--- src/rtl/seg_scan_pkg.sv ---
// ============================================================================
//  Module      : seg_scan_pkg
//  Description : Shared constants and types for the seven-segment scan decoder.
//  Revision    : 1.0 - initial release
// ============================================================================
`default_nettype none

package seg_scan_pkg;

    // Active-low segment patterns, bit order GFEDCBA (bit 0 = segment A)
    localparam logic [6:0] SEG_0     = 7'b1000000;
    localparam logic [6:0] SEG_1     = 7'b1111001;
    localparam logic [6:0] SEG_2     = 7'b0100100;
    localparam logic [6:0] SEG_3     = 7'b0110000;
    localparam logic [6:0] SEG_4     = 7'b0011001;
    localparam logic [6:0] SEG_5     = 7'b0010010;
    localparam logic [6:0] SEG_6     = 7'b0000010;
    localparam logic [6:0] SEG_7     = 7'b1111000;
    localparam logic [6:0] SEG_8     = 7'b0000000;
    localparam logic [6:0] SEG_9     = 7'b0010000;
    localparam logic [6:0] SEG_A     = 7'b0001000;
    localparam logic [6:0] SEG_B     = 7'b0000011;
    localparam logic [6:0] SEG_C     = 7'b1000110;
    localparam logic [6:0] SEG_D     = 7'b0100001;
    localparam logic [6:0] SEG_E     = 7'b0000110;
    localparam logic [6:0] SEG_F     = 7'b0001110;
    localparam logic [6:0] SEG_BLANK = 7'h7F;

    // Active-low anode codes
    localparam logic [3:0] AN_R    = 4'b1110;
    localparam logic [3:0] AN_RC   = 4'b1101;
    localparam logic [3:0] AN_LC   = 4'b1011;
    localparam logic [3:0] AN_L    = 4'b0111;
    localparam logic [3:0] AN_NONE = 4'b1111;

    typedef enum logic [2:0] {
        SYNC = 3'd0,
        EXP0 = 3'd1,
        EXP1 = 3'd2,
        EXP2 = 3'd3,
        EXP3 = 3'd4
    } scanState_t;

    // Returns {oneHotLow, digitIndex[1:0]}
    function automatic logic [2:0] anodeDecode(input logic [3:0] an);
        logic [2:0] result;
        result = 3'b000;
        case (an)
            AN_R:    result = 3'b100;
            AN_RC:   result = 3'b101;
            AN_LC:   result = 3'b110;
            AN_L:    result = 3'b111;
            default: result = 3'b000;
        endcase
        return result;
    endfunction

endpackage

`default_nettype wire

--- src/rtl/seg7_pattern_decode.sv ---
// ============================================================================
//  Module      : seg7_pattern_decode
//  Description : Combinational active-low GFEDCBA pattern to hex nibble decoder.
//  Revision    : 1.0 - initial release
// ============================================================================
`default_nettype none

module seg7_pattern_decode
    import seg_scan_pkg::*;
(
    input  logic [6:0] seg,
    output logic       legal,
    output logic [3:0] value
);

    always_comb begin
        legal = 1'b1;
        value = 4'h0;
        case (seg)
            SEG_0:   value = 4'h0;
            SEG_1:   value = 4'h1;
            SEG_2:   value = 4'h2;
            SEG_3:   value = 4'h3;
            SEG_4:   value = 4'h4;
            SEG_5:   value = 4'h5;
            SEG_6:   value = 4'h6;
            SEG_7:   value = 4'h7;
            SEG_8:   value = 4'h8;
            SEG_9:   value = 4'h9;
            SEG_A:   value = 4'hA;
            SEG_B:   value = 4'hB;
            SEG_C:   value = 4'hC;
            SEG_D:   value = 4'hD;
            SEG_E:   value = 4'hE;
            SEG_F:   value = 4'hF;
            default: legal = 1'b0;
        endcase
    end

endmodule

`default_nettype wire

--- src/rtl/seg_scan_decoder.sv ---
// ============================================================================
//  Module      : seg_scan_decoder
//  Description : Receive side of a multiplexed 4-digit seven-segment bus;
//                decodes settled digits and publishes complete scan frames.
//  Revision    : 1.0 - initial release
// ============================================================================
`default_nettype none

module seg_scan_decoder
    import seg_scan_pkg::*;
#(
    parameter int SETTLE_CYCLES = 1
) (
    input  logic        clk,
    input  logic        rst_n,
    input  logic [3:0]  an,
    input  logic [6:0]  seg,
    output logic [15:0] digit,
    output logic [3:0]  digit_valid,
    output logic [3:0]  digit_err,
    output logic [15:0] frame_value,
    output logic        frame_valid,
    output logic        frame_err,
    output logic        scan_err
);

    localparam int                CNT_W          = (SETTLE_CYCLES < 2) ? 1 : $clog2(SETTLE_CYCLES + 1);
    localparam logic [CNT_W-1:0]  c_settleMax    = CNT_W'(SETTLE_CYCLES);
    localparam logic [CNT_W-1:0]  c_settleLast   = CNT_W'(SETTLE_CYCLES - 1);

    logic [3:0]        r_anQ;
    logic [6:0]        r_segQ;
    logic [CNT_W-1:0]  r_dwell;
    logic [15:0]       r_digit;
    logic [3:0]        r_digitValid;
    logic [3:0]        r_digitErr;
    logic [15:0]       r_frameValue;
    logic              r_frameValid;
    logic              r_frameErr;
    logic              r_scanErr;
    logic              r_acc;
    scanState_t        r_state;

    logic              w_same;
    logic              w_capture;
    logic [2:0]        w_anInfo;
    logic              w_oneHot;
    logic [1:0]        w_idx;
    logic              w_isDigit;
    logic              w_isIllegal;
    logic              w_legal;
    logic [3:0]        w_value;
    logic              w_capErr;
    logic [15:0]       w_digitNext;
    scanState_t        w_stateNext;
    logic              w_scanErrNext;
    logic              w_frameDone;
    logic              w_accNext;

    seg7_pattern_decode u_decode (
        .seg   (r_segQ),
        .legal (w_legal),
        .value (w_value)
    );

    // Capture fires exactly once per dwell: on the edge the count would reach SETTLE_CYCLES
    assign w_same      = ({an, seg} == {r_anQ, r_segQ});
    assign w_capture   = w_same && (r_dwell == c_settleLast);
    assign w_anInfo    = anodeDecode(r_anQ);
    assign w_oneHot    = w_anInfo[2];
    assign w_idx       = w_anInfo[1:0];
    assign w_isDigit   = w_capture && w_oneHot;
    assign w_isIllegal = w_capture && !w_oneHot && (r_anQ != AN_NONE);
    assign w_capErr    = !w_legal;

    always_comb begin
        w_digitNext = r_digit;
        if (w_isDigit && w_legal) begin
            w_digitNext[{w_idx, 2'b00} +: 4] = w_value;
        end
    end

    always_ff @(posedge clk or negedge rst_n) begin
        if (!rst_n) begin
            r_anQ   <= 4'h0;
            r_segQ  <= 7'h00;
            r_dwell <= '0;
        end else begin
            r_anQ  <= an;
            r_segQ <= seg;
            if (!w_same) begin
                r_dwell <= '0;
            end else if (r_dwell != c_settleMax) begin
                r_dwell <= r_dwell + 1'b1;
            end
        end
    end

    always_ff @(posedge clk or negedge rst_n) begin
        if (!rst_n) begin
            r_digit      <= 16'h0000;
            r_digitValid <= 4'h0;
            r_digitErr   <= 4'h0;
        end else begin
            r_digit <= w_digitNext;
            if (w_isDigit) begin
                r_digitValid[w_idx] <= w_legal;
                r_digitErr[w_idx]   <= !w_legal;
            end
        end
    end

    always_comb begin
        w_stateNext   = r_state;
        w_scanErrNext = 1'b0;
        w_frameDone   = 1'b0;
        w_accNext     = r_acc;
        if (w_isIllegal) begin
            w_scanErrNext = 1'b1;
            w_stateNext   = SYNC;
        end else if (w_isDigit) begin
            case (r_state)
                SYNC: begin
                    if (w_idx == 2'd0) begin
                        w_stateNext = EXP1;
                        w_accNext   = w_capErr;
                    end
                end
                EXP0: begin
                    if (w_idx == 2'd0) begin
                        w_stateNext = EXP1;
                        w_accNext   = w_capErr;
                    end else begin
                        w_scanErrNext = 1'b1;
                        w_stateNext   = SYNC;
                    end
                end
                EXP1, EXP2, EXP3: begin
                    if ((r_state == EXP1 && w_idx == 2'd1) ||
                        (r_state == EXP2 && w_idx == 2'd2) ||
                        (r_state == EXP3 && w_idx == 2'd3)) begin
                        w_accNext = r_acc | w_capErr;
                        case (r_state)
                            EXP1:    w_stateNext = EXP2;
                            EXP2:    w_stateNext = EXP3;
                            default: begin
                                w_stateNext = EXP0;
                                w_frameDone = 1'b1;
                            end
                        endcase
                    end else if (w_idx == 2'd0) begin
                        // Early R: treat as the start of a new frame
                        w_scanErrNext = 1'b1;
                        w_stateNext   = EXP1;
                        w_accNext     = w_capErr;
                    end else begin
                        w_scanErrNext = 1'b1;
                        w_stateNext   = SYNC;
                    end
                end
                default: w_stateNext = SYNC;
            endcase
        end
    end

    always_ff @(posedge clk or negedge rst_n) begin
        if (!rst_n) begin
            r_state      <= SYNC;
            r_acc        <= 1'b0;
            r_scanErr    <= 1'b0;
            r_frameValid <= 1'b0;
            r_frameValue <= 16'h0000;
            r_frameErr   <= 1'b0;
        end else begin
            r_state      <= w_stateNext;
            r_acc        <= w_accNext;
            r_scanErr    <= w_scanErrNext;
            r_frameValid <= w_frameDone;
            if (w_frameDone) begin
                r_frameValue <= w_digitNext;
                r_frameErr   <= w_accNext;
            end
        end
    end

    assign digit       = r_digit;
    assign digit_valid = r_digitValid;
    assign digit_err   = r_digitErr;
    assign frame_value = r_frameValue;
    assign frame_valid = r_frameValid;
    assign frame_err   = r_frameErr;
    assign scan_err    = r_scanErr;

endmodule

`default_nettype wire
--- config.mk ---
export PLATFORM = sky130hd
export DESIGN_NAME = seg_scan_decoder
export DESIGN_NICKNAME = d
export VERILOG_FILES = /design/src/rtl/seg_scan_pkg.sv /design/src/rtl/seg7_pattern_decode.sv /design/src/rtl/seg_scan_decoder.sv
export SDC_FILE = /design/constraint.sdc
export NUM_CORES = 1
export LEC_CHECK = 0
export BUFFER_PORTS_ARGS = -buffer_cell sky130_fd_sc_hd__buf_4
export CAP_MARGIN = 30
export CORE_MARGIN = 1.5
export CORE_UTILIZATION = 51
export CTS_CLUSTER_DIAMETER = 80
export DETAILED_ROUTE_END_ITERATION = 12
export PLACE_DENSITY = 0.73
export SYNTH_ARGS = -nofsm -noshare
export SYNTH_HDL_FRONTEND = slang
export SYNTH_HIERARCHICAL = 1
export SYNTH_SLANG_ARGS = --single-unit
--- constraint.sdc ---
create_clock -name clk -period 2.5 [get_ports clk]
set_input_delay 0.375 -clock clk [delete_from_list [all_inputs] [get_ports clk]]
set_output_delay 0.375 -clock clk [all_outputs]
set_load 0.01 [all_outputs]
==> results.json, run 1 <==
{
  "status": "finished, final reports clean",
  "clock_latency_ns": 0.34,
  "wirelength_um": 8230,
  "ys_seq_elements": 59,
  "period_share_pct": 97.4,
  "syn_nets": 372,
  "clkTransAtPathRegs_ns": 0.08,
  "start_util_pct": 52.2,
  "dr.first_iter.drc_count": 200,
  "vias": 2969,
  "fillCellCount": 524,
  "synth_edf_count": 0,
  "crit-reg2reg-launch": "r_segQ[1]",
  "ant_nets": 0,
  "clk_path_buf_depth": 2,
  "hp-class": "in -> async",
  "dp_cells": 496,
  "syn_avg_cell_area_um2": 9.26,
  "io_pins": 56,
  "cts_buffers": 9,
  "grt.overflow.total": 0,
  "grt_pass1_wl_um": 13900,
  "crit_type": "reg -> reg",
  "finalInstanceArea_mm2": 0.00425,
  "fin_util_pct": 67.7,
  "fp.dieW_um": 83.2,
  "crit_end": "digit[12]",
  "crit_fanout": 10,
  "wl_per_cell_um": 16.0,
  "max_freq_ghz": 0.411,
  "antenna_found_initial": 0,
  "crit_start": "r_segQ[1]",
  "relSlewSlack_pct": 50.6,
  "ys_warn_count": 6,
  "synth.top_cell.area_share_pct": 45.1,
  "power.internal_mw": 1.54,
  "synth_ff_type": "dfrtp_1",
  "reg2regPathDepth": 5,
  "viasPerCell": 5.77,
  "ys_types": 53,
  "worst_ep_required_time_ns": 2.75,
  "dpl_cell_area_mm2": 0.00394,
  "route.detailed.drc": 0,
  "nNetsFinal": 451,
  "comb_power_share_pct": 9.8,
  "finalHoldViolations": 0,
  "rsz0062_at_grt": "yes",
  "clockPowerShare_pct": 42.6,
  "net-switching-power_mw": 0.536,
  "share_seq_of_total_power_pct": 47.6,
  "synth-async-reset-ratio_pct": 100,
  "yosysMostFrequentCell": "dfrtp_1",
  "power.density_mw_per_mm2": 489,
  "drive_above_1_share_pct": 34.7,
  "area_growth_pct": 29.7,
  "die_y_um": 83.2,
  "layout_min_cycle_time_ns": 2.44,
  "worst_setup_path_end_kind": "flip-flop",
  "die_area_mm2": 0.00691,
  "num_antenna_cells": 0,
  "synth_seq_area_share_pct": 45.1,
  "switching_share_pct": 25.8,
  "maxCapViolations": 0,
  "synth_area_leaders": "dfrtp_1 45%, a21oi_1 5.8%, nand2_1 3.9%",
  "netlist_area_mm2": 0.00328,
  "core_mm2": 0.00628,
  "rows": 29,
  "cts_tree": "done",
  "maxSlewViolCount": 0,
  "clock_sinks": 59,
  "synthCells": 354,
  "skew_ns": 0.00954,
  "crit_arrival_ns": 2.69,
  "root_buffer": "clkbuf_8",
  "ir_worst_vdd_uv": 513,
  "h-tree-depth": 3,
  "first_pass_iters": 5,
  "setup-violations-final": 0,
  "hold_buffers": 0,
  "r2r_slack_ns": 0.06,
  "yosysTopAreaCell": "dfrtp_1",
  "grt_pass1_vias": 2873,
  "crit_path_start_kind": "flip-flop",
  "dp_hpwl_um": 5900,
  "holdWs_ns": 0.105,
  "grt_max_degree": 60,
  "max_slew.worst_pin.slew_ns": 0.740,
  "synthTopCellsByCount": "59 x dfrtp_1, 38 x a21oi_1, 34 x nand2_1",
  "rr_endpoint": "digit[12]",
  "groute.usage.overall_pct": 24.8,
  "total_leakage_power_nw": 1.88,
  "gp_congestion": 0.877,
  "io_buffers": 55,
  "finalNonFillerCells": 515
}
[cells in the final DEF, fill, tap and decap left out, types with 10 or more instances in the layout]
cell	count
o21ai_0	25
dfrtp_1	51
o21ai_1	21
buf_4	98
clkbuf_8	10
nor3_1	16
a21oi_1	38
nand2_1	34
[worst max-delay path: stages, from the launching register on]
cell,delay [ns]
dfrtp_1,0.52
xor2_1,0.23
or3_4,0.38
or4_4,0.57
or4_4,0.47
o21ai_1,0.17
[registers in the layout, summed over array words and instances (netlist names)]
signal / cells
digit: 16
frame_value: 16
r_segQ: 7
digit_err: 4
digit_valid: 4
r_anQ: 4
r_state: 3
frame_err: 1
frame_valid: 1
r_acc: 1
r_dwell: 1
scan_err: 1
[power by group through the flow]
stage               Sequential [mW]  Clock, mW  Combinational, mW
floorplan                     0.990          0              0.122
global placement               1.00          0              0.193
detailed placement             1.00          0              0.195
CTS                           0.986      0.896              0.196
global route                  0.992      0.951              0.227
finish                        0.990      0.885              0.205
[final cells by class]
cell class / count / area, µm² / share of cell area [%]
clock buffers: 10 / 138 / 3.24
clock inverters: 6 / 63.8 / 1.50
inverters: 8 / 30.0 / 0.706
multi-input cells: 256 / 1680 / 39.6
flip-flops and latches: 59 / 1490 / 35.0
well taps: 77 / 96.3 / 2.27
repair buffers: 99 / 756 / 17.8
[layer usage]
layer	global-route usage [%]	part of all wire, %	wire [µm]
met2	38.2	47	3860
met5	0	0	0
met1	35.0	48	3920
met3	6.36	4.7	387
met4	6.67	0.79	65
[through the flow]
step	setup TNS (ns)	worst slack, ns	total power [mW]
2_1_floorplan	0	0.0204	1.11
3_3_place_gp	0	0.0326	1.20
3_5_place_dp	0	0.0273	1.20
4_1_cts	0	0.0215	2.08
5_1_grt	-0.0970	-0.0409	2.17
6_report	0	0.0642	2.08
[cell families (layout without fill, tap and decap cells)]
family / count (synthesis) / count (layout) / synth area share (%)
simple gates: 120 / 120 / 21.4
compound gates: 111 / 111 / 19.5
flops: 59 / 59 / 45.1
buf+inv: 39 / 123 / 6.41
xor+xnor: 13 / 13 / 3.47
fa+ha+maj: 7 / 7 / 2.52
mux: 5 / 5 / 1.64
[worst min path at each step]
stage | from | endpoint | slack, ns
global placement | digit_valid[0] | digit_valid[0] | 0.48
CTS | rst_n | digit[8] | 0.12
global route | seg[4] | r_segQ[4] | 0.13
floorplan | rst_n | digit[0] | 0.08
detailed placement | digit_valid[0] | digit_valid[0] | 0.48
finish | rst_n | frame_value[2] | 0.11
[repair_timing]
item                                    CTS  global route
resized for setup                         1            22
endpoints found under the setup margin    1            31
pin swaps                                 0             1
setup buffers                             0             3
(Power assumes the default switching activity.)
==> run 2, diff against run 1 <==
CORE_UTILIZATION = 50   (was 51)
PLACE_DENSITY = 0.72   (was 0.73)
SYNTH_HIERARCHICAL = unset   (was 1)
==> run 2 against run 1 <==
Compared with the run above:
- area after synthesis is 4.3% lower
- worst hold slack worse by 0.022 ns
- routed wire length is 11% lower
- clock power is 4.1% higher
- critical path depth is 2 higher
- final area is 8.2% lower
- first-iteration DRC count is 17% lower
==> results.json, run 2 <==
{
  "drive_above_1_share_pct": 28.1,
  "total_leakage_power_nw": 1.82,
  "crit_path_start_kind": "flip-flop",
  "dr.first_iter.drc_count": 167,
  "dp_hpwl_um": 5420,
  "fillCellCount": 534,
  "power.density_mw_per_mm2": 536,
  "area_growth_pct": 24.4,
  "period_share_pct": 94.1,
  "relSlewSlack_pct": 41.0,
  "mostFrequentLayoutCell": "buf_4",
  "synth_area_leaders": "dfrtp_1 47%, nand2_1 5.4%, nor2_1 4.1%",
  "synth_seq_area_share_pct": 47.1,
  "finalNonFillerCells": 467,
  "max_freq_ghz": 0.425,
  "crit_fanout": 10,
  "die_area_mm2": 0.00676,
  "yosysMostFrequentCell": "dfrtp_1",
  "synth_edf_count": 0,
  "fp.dieW_um": 82.2,
  "clk_path_buf_depth": 2,
  "r2r_slack_ns": 0.15,
  "rows": 28,
  "synth_ff_type": "dfrtp_1",
  "syn_nets": 336,
  "h-tree-depth": 3,
  "gp_congestion": 0.876,
  "setup-violations-final": 0,
  "cts_resized": 0,
  "crit-reg2reg-launch": "r_segQ[6]",
  "status": "finished, final reports clean",
  "post-place-ws_ns": 0.0846,
  "start_util_pct": 52.4,
  "seq_area_mm2": 0.00148,
  "num_antenna_cells": 0,
  "final_cell_mix": "75 x buf_4, 59 x dfrtp_1, 45 x nand2_1",
  "ys_warn_count": 0,
  "grt_pass1_wl_um": 12000,
  "route.detailed.drc": 0,
  "clock_sinks": 59,
  "groute.usage.overall_pct": 23.9,
  "clkTransAtPathRegs_ns": 0.07,
  "wirelength_um": 7350,
  "core_mm2": 0.00599,
  "finalHoldViolations": 0,
  "synth.top_cell.area_share_pct": 47.1,
  "comb_power_share_pct": 8.8,
  "ys_types": 58,
  "viasPerCell": 5.69,
  "yosysTopAreaCell": "dfrtp_1",
  "crit_type": "reg -> reg",
  "power.internal_mw": 1.58,
  "antenna_found_initial": 0,
  "cp_slowest_cell": "or3_1",
  "fin_tns_setup_ns": 0,
  "dp_cells": 448,
  "grt.overflow.total": 0,
  "hp-class": "in -> async",
  "skew_ns": 0.00846,
  "vias": 2656,
  "grt_max_degree": 60,
  "root_buffer": "clkbuf_8",
  "maxSlewViolCount": 0,
  "nNetsFinal": 405,
  "hold_buffers": 0,
  "worst_ep_required_time_ns": 2.72,
  "wl_per_cell_um": 15.7,
  "critPathMaxStageDelay_ns": 0.53,
  "cts_tree": "done",
  "switching_share_pct": 24.5,
  "ant_nets": 0,
  "max_slew.worst_pin.slew_ns": 0.882,
  "layout_min_cycle_time_ns": 2.35,
  "multi_input_area_mm2": 0.00151,
  "worst_setup_path_end_kind": "flip-flop",
  "io_buffers": 55,
  "netlist_area_mm2": 0.00314,
  "maxCapViolations": 0,
  "rr_endpoint": "digit[0]",
  "io_pins": 56,
  "path_cells": "buf_4 -> nor4b_1 -> and3_1 -> a311o_2 -> or3_1 -> nand3_1 -> o21ai_1",
  "net-switching-power_mw": 0.513,
  "cts_buffers": 9,
  "ir_worst_vdd_uv": 357,
  "first_pass_iters": 4,
  "synthTopCellsByCount": "59 x dfrtp_1, 45 x nand2_1, 34 x nor2_1",
  "grt_pass1_vias": 2444,
  "ys_seq_elements": 59,
  "reg2regPathDepth": 7,
  "clockPowerShare_pct": 44.0,
  "synth-async-reset-ratio_pct": 100,
  "clock_latency_ns": 0.34,
  "synthCells": 318,
  "rsz0062_at_grt": "no",
  "die_y_um": 82.2,
  "share_seq_of_total_power_pct": 47.1,
  "syn_avg_cell_area_um2": 9.86,
  "crit_arrival_ns": 2.57,
  "layout_setup_ws_ns": 0.147
}
## run 2: cell count changes in the layout (fill, tap and decap cells not counted), moves of 8 or more
cell / before / now
o21ai_1: 21 / 11
buf_4: 98 / 75
o21ai_0: 25 / 14
nor2_1: 8 / 34
nor3_1: 16 / 4
dfrtp_2: 8 / 0
a31oi_1: 4 / 14
nand2_1: 34 / 45
dfrtp_1: 51 / 59
a311oi_1: 8 / 0
a21oi_1: 38 / 10
## run 2: layout make-up
cell class | instances | area share (%)
Timing Repair Buffer | 76 | 14.9
Inverter | 6 | 0.577
Multi-Input combinational cell | 235 | 38.8
Sequential cell | 59 | 37.8
Clock buffer | 12 | 4.23
Tap cell | 75 | 2.41
Clock inverter | 4 | 1.22
## run 2: cells by family after synthesis
logic type	Yosys count	share of synthesized area, %
AO/OA/AOI/OAI	77	19.1
XOR/XNOR	15	4.43
adder cells (fa/ha/maj)	5	1.99
buffers and inverters	24	4.71
flip-flops	59	47.1
multiplexers	6	2.03
AND/OR/NAND/NOR	132	20.7
## run 2: critical path: cells and delay by family (launching register included)
kind | cells | cell delay, ns
AND/OR/NAND/NOR | 4 | 1.03
flip-flops | 1 | 0.48
buffers and inverters | 1 | 0.19
AO/OA/AOI/OAI | 2 | 0.55
## run 2: worst max-delay path by stage
| stage | startpoint | end | cells after the start |
|---|---|---|---|
| floorplan | r_anQ[3] | frame_value[11] | 9 |
| global placement | r_segQ[4] | digit[8] | 7 |
| detailed placement | r_segQ[4] | digit[8] | 7 |
| CTS | r_segQ[4] | digit[12] | 7 |
| global route | r_segQ[1] | digit[0] | 7 |
| finish | r_segQ[6] | digit[0] | 7 |
## run 2: power by group through the flow
stage                     combinational [mW]  sequential [mW]  clock (mW)
after floorplan                        0.126            0.992           0
final                                  0.185            0.986       0.921
after CTS                              0.184            0.986       0.930
after detailed placement               0.183             1.00           0
after global routing                   0.204            0.988       0.981
after global placement                 0.181             1.00           0
## run 2: timing repair
action	4_1_cts	5_1_grt
buffers inserted	0	3
hold endpoints to repair	0	0
setup endpoints to repair	0	4
## run 2: metal layers
layer / global-route usage (%) / vias up / routed length (µm)
met3: 5.93 / 11 / 363
met4: 7.80 / 0 / 113
met2: 37.7 / 87 / 3550
met5: 0 / - / 0
li1: - / 1288 / -
met1: 32.1 / 1270 / 3320
## run 2: per-stage QoR
step | util [%] | cell area, µm² | power [mW] | hold WS [ns]
3_3_place_gp | 61.2 | 3670 | 1.18 | 0.464
5_1_grt | 65.1 | 3900 | 2.17 | 0.136
4_1_cts | 64.7 | 3880 | 2.10 | 0.122
3_5_place_dp | 61.2 | 3670 | 1.19 | 0.475
6_report | 65.1 | 3900 | 2.09 | 0.0833
2_1_floorplan | - | 3140 | 1.12 | 0.0794
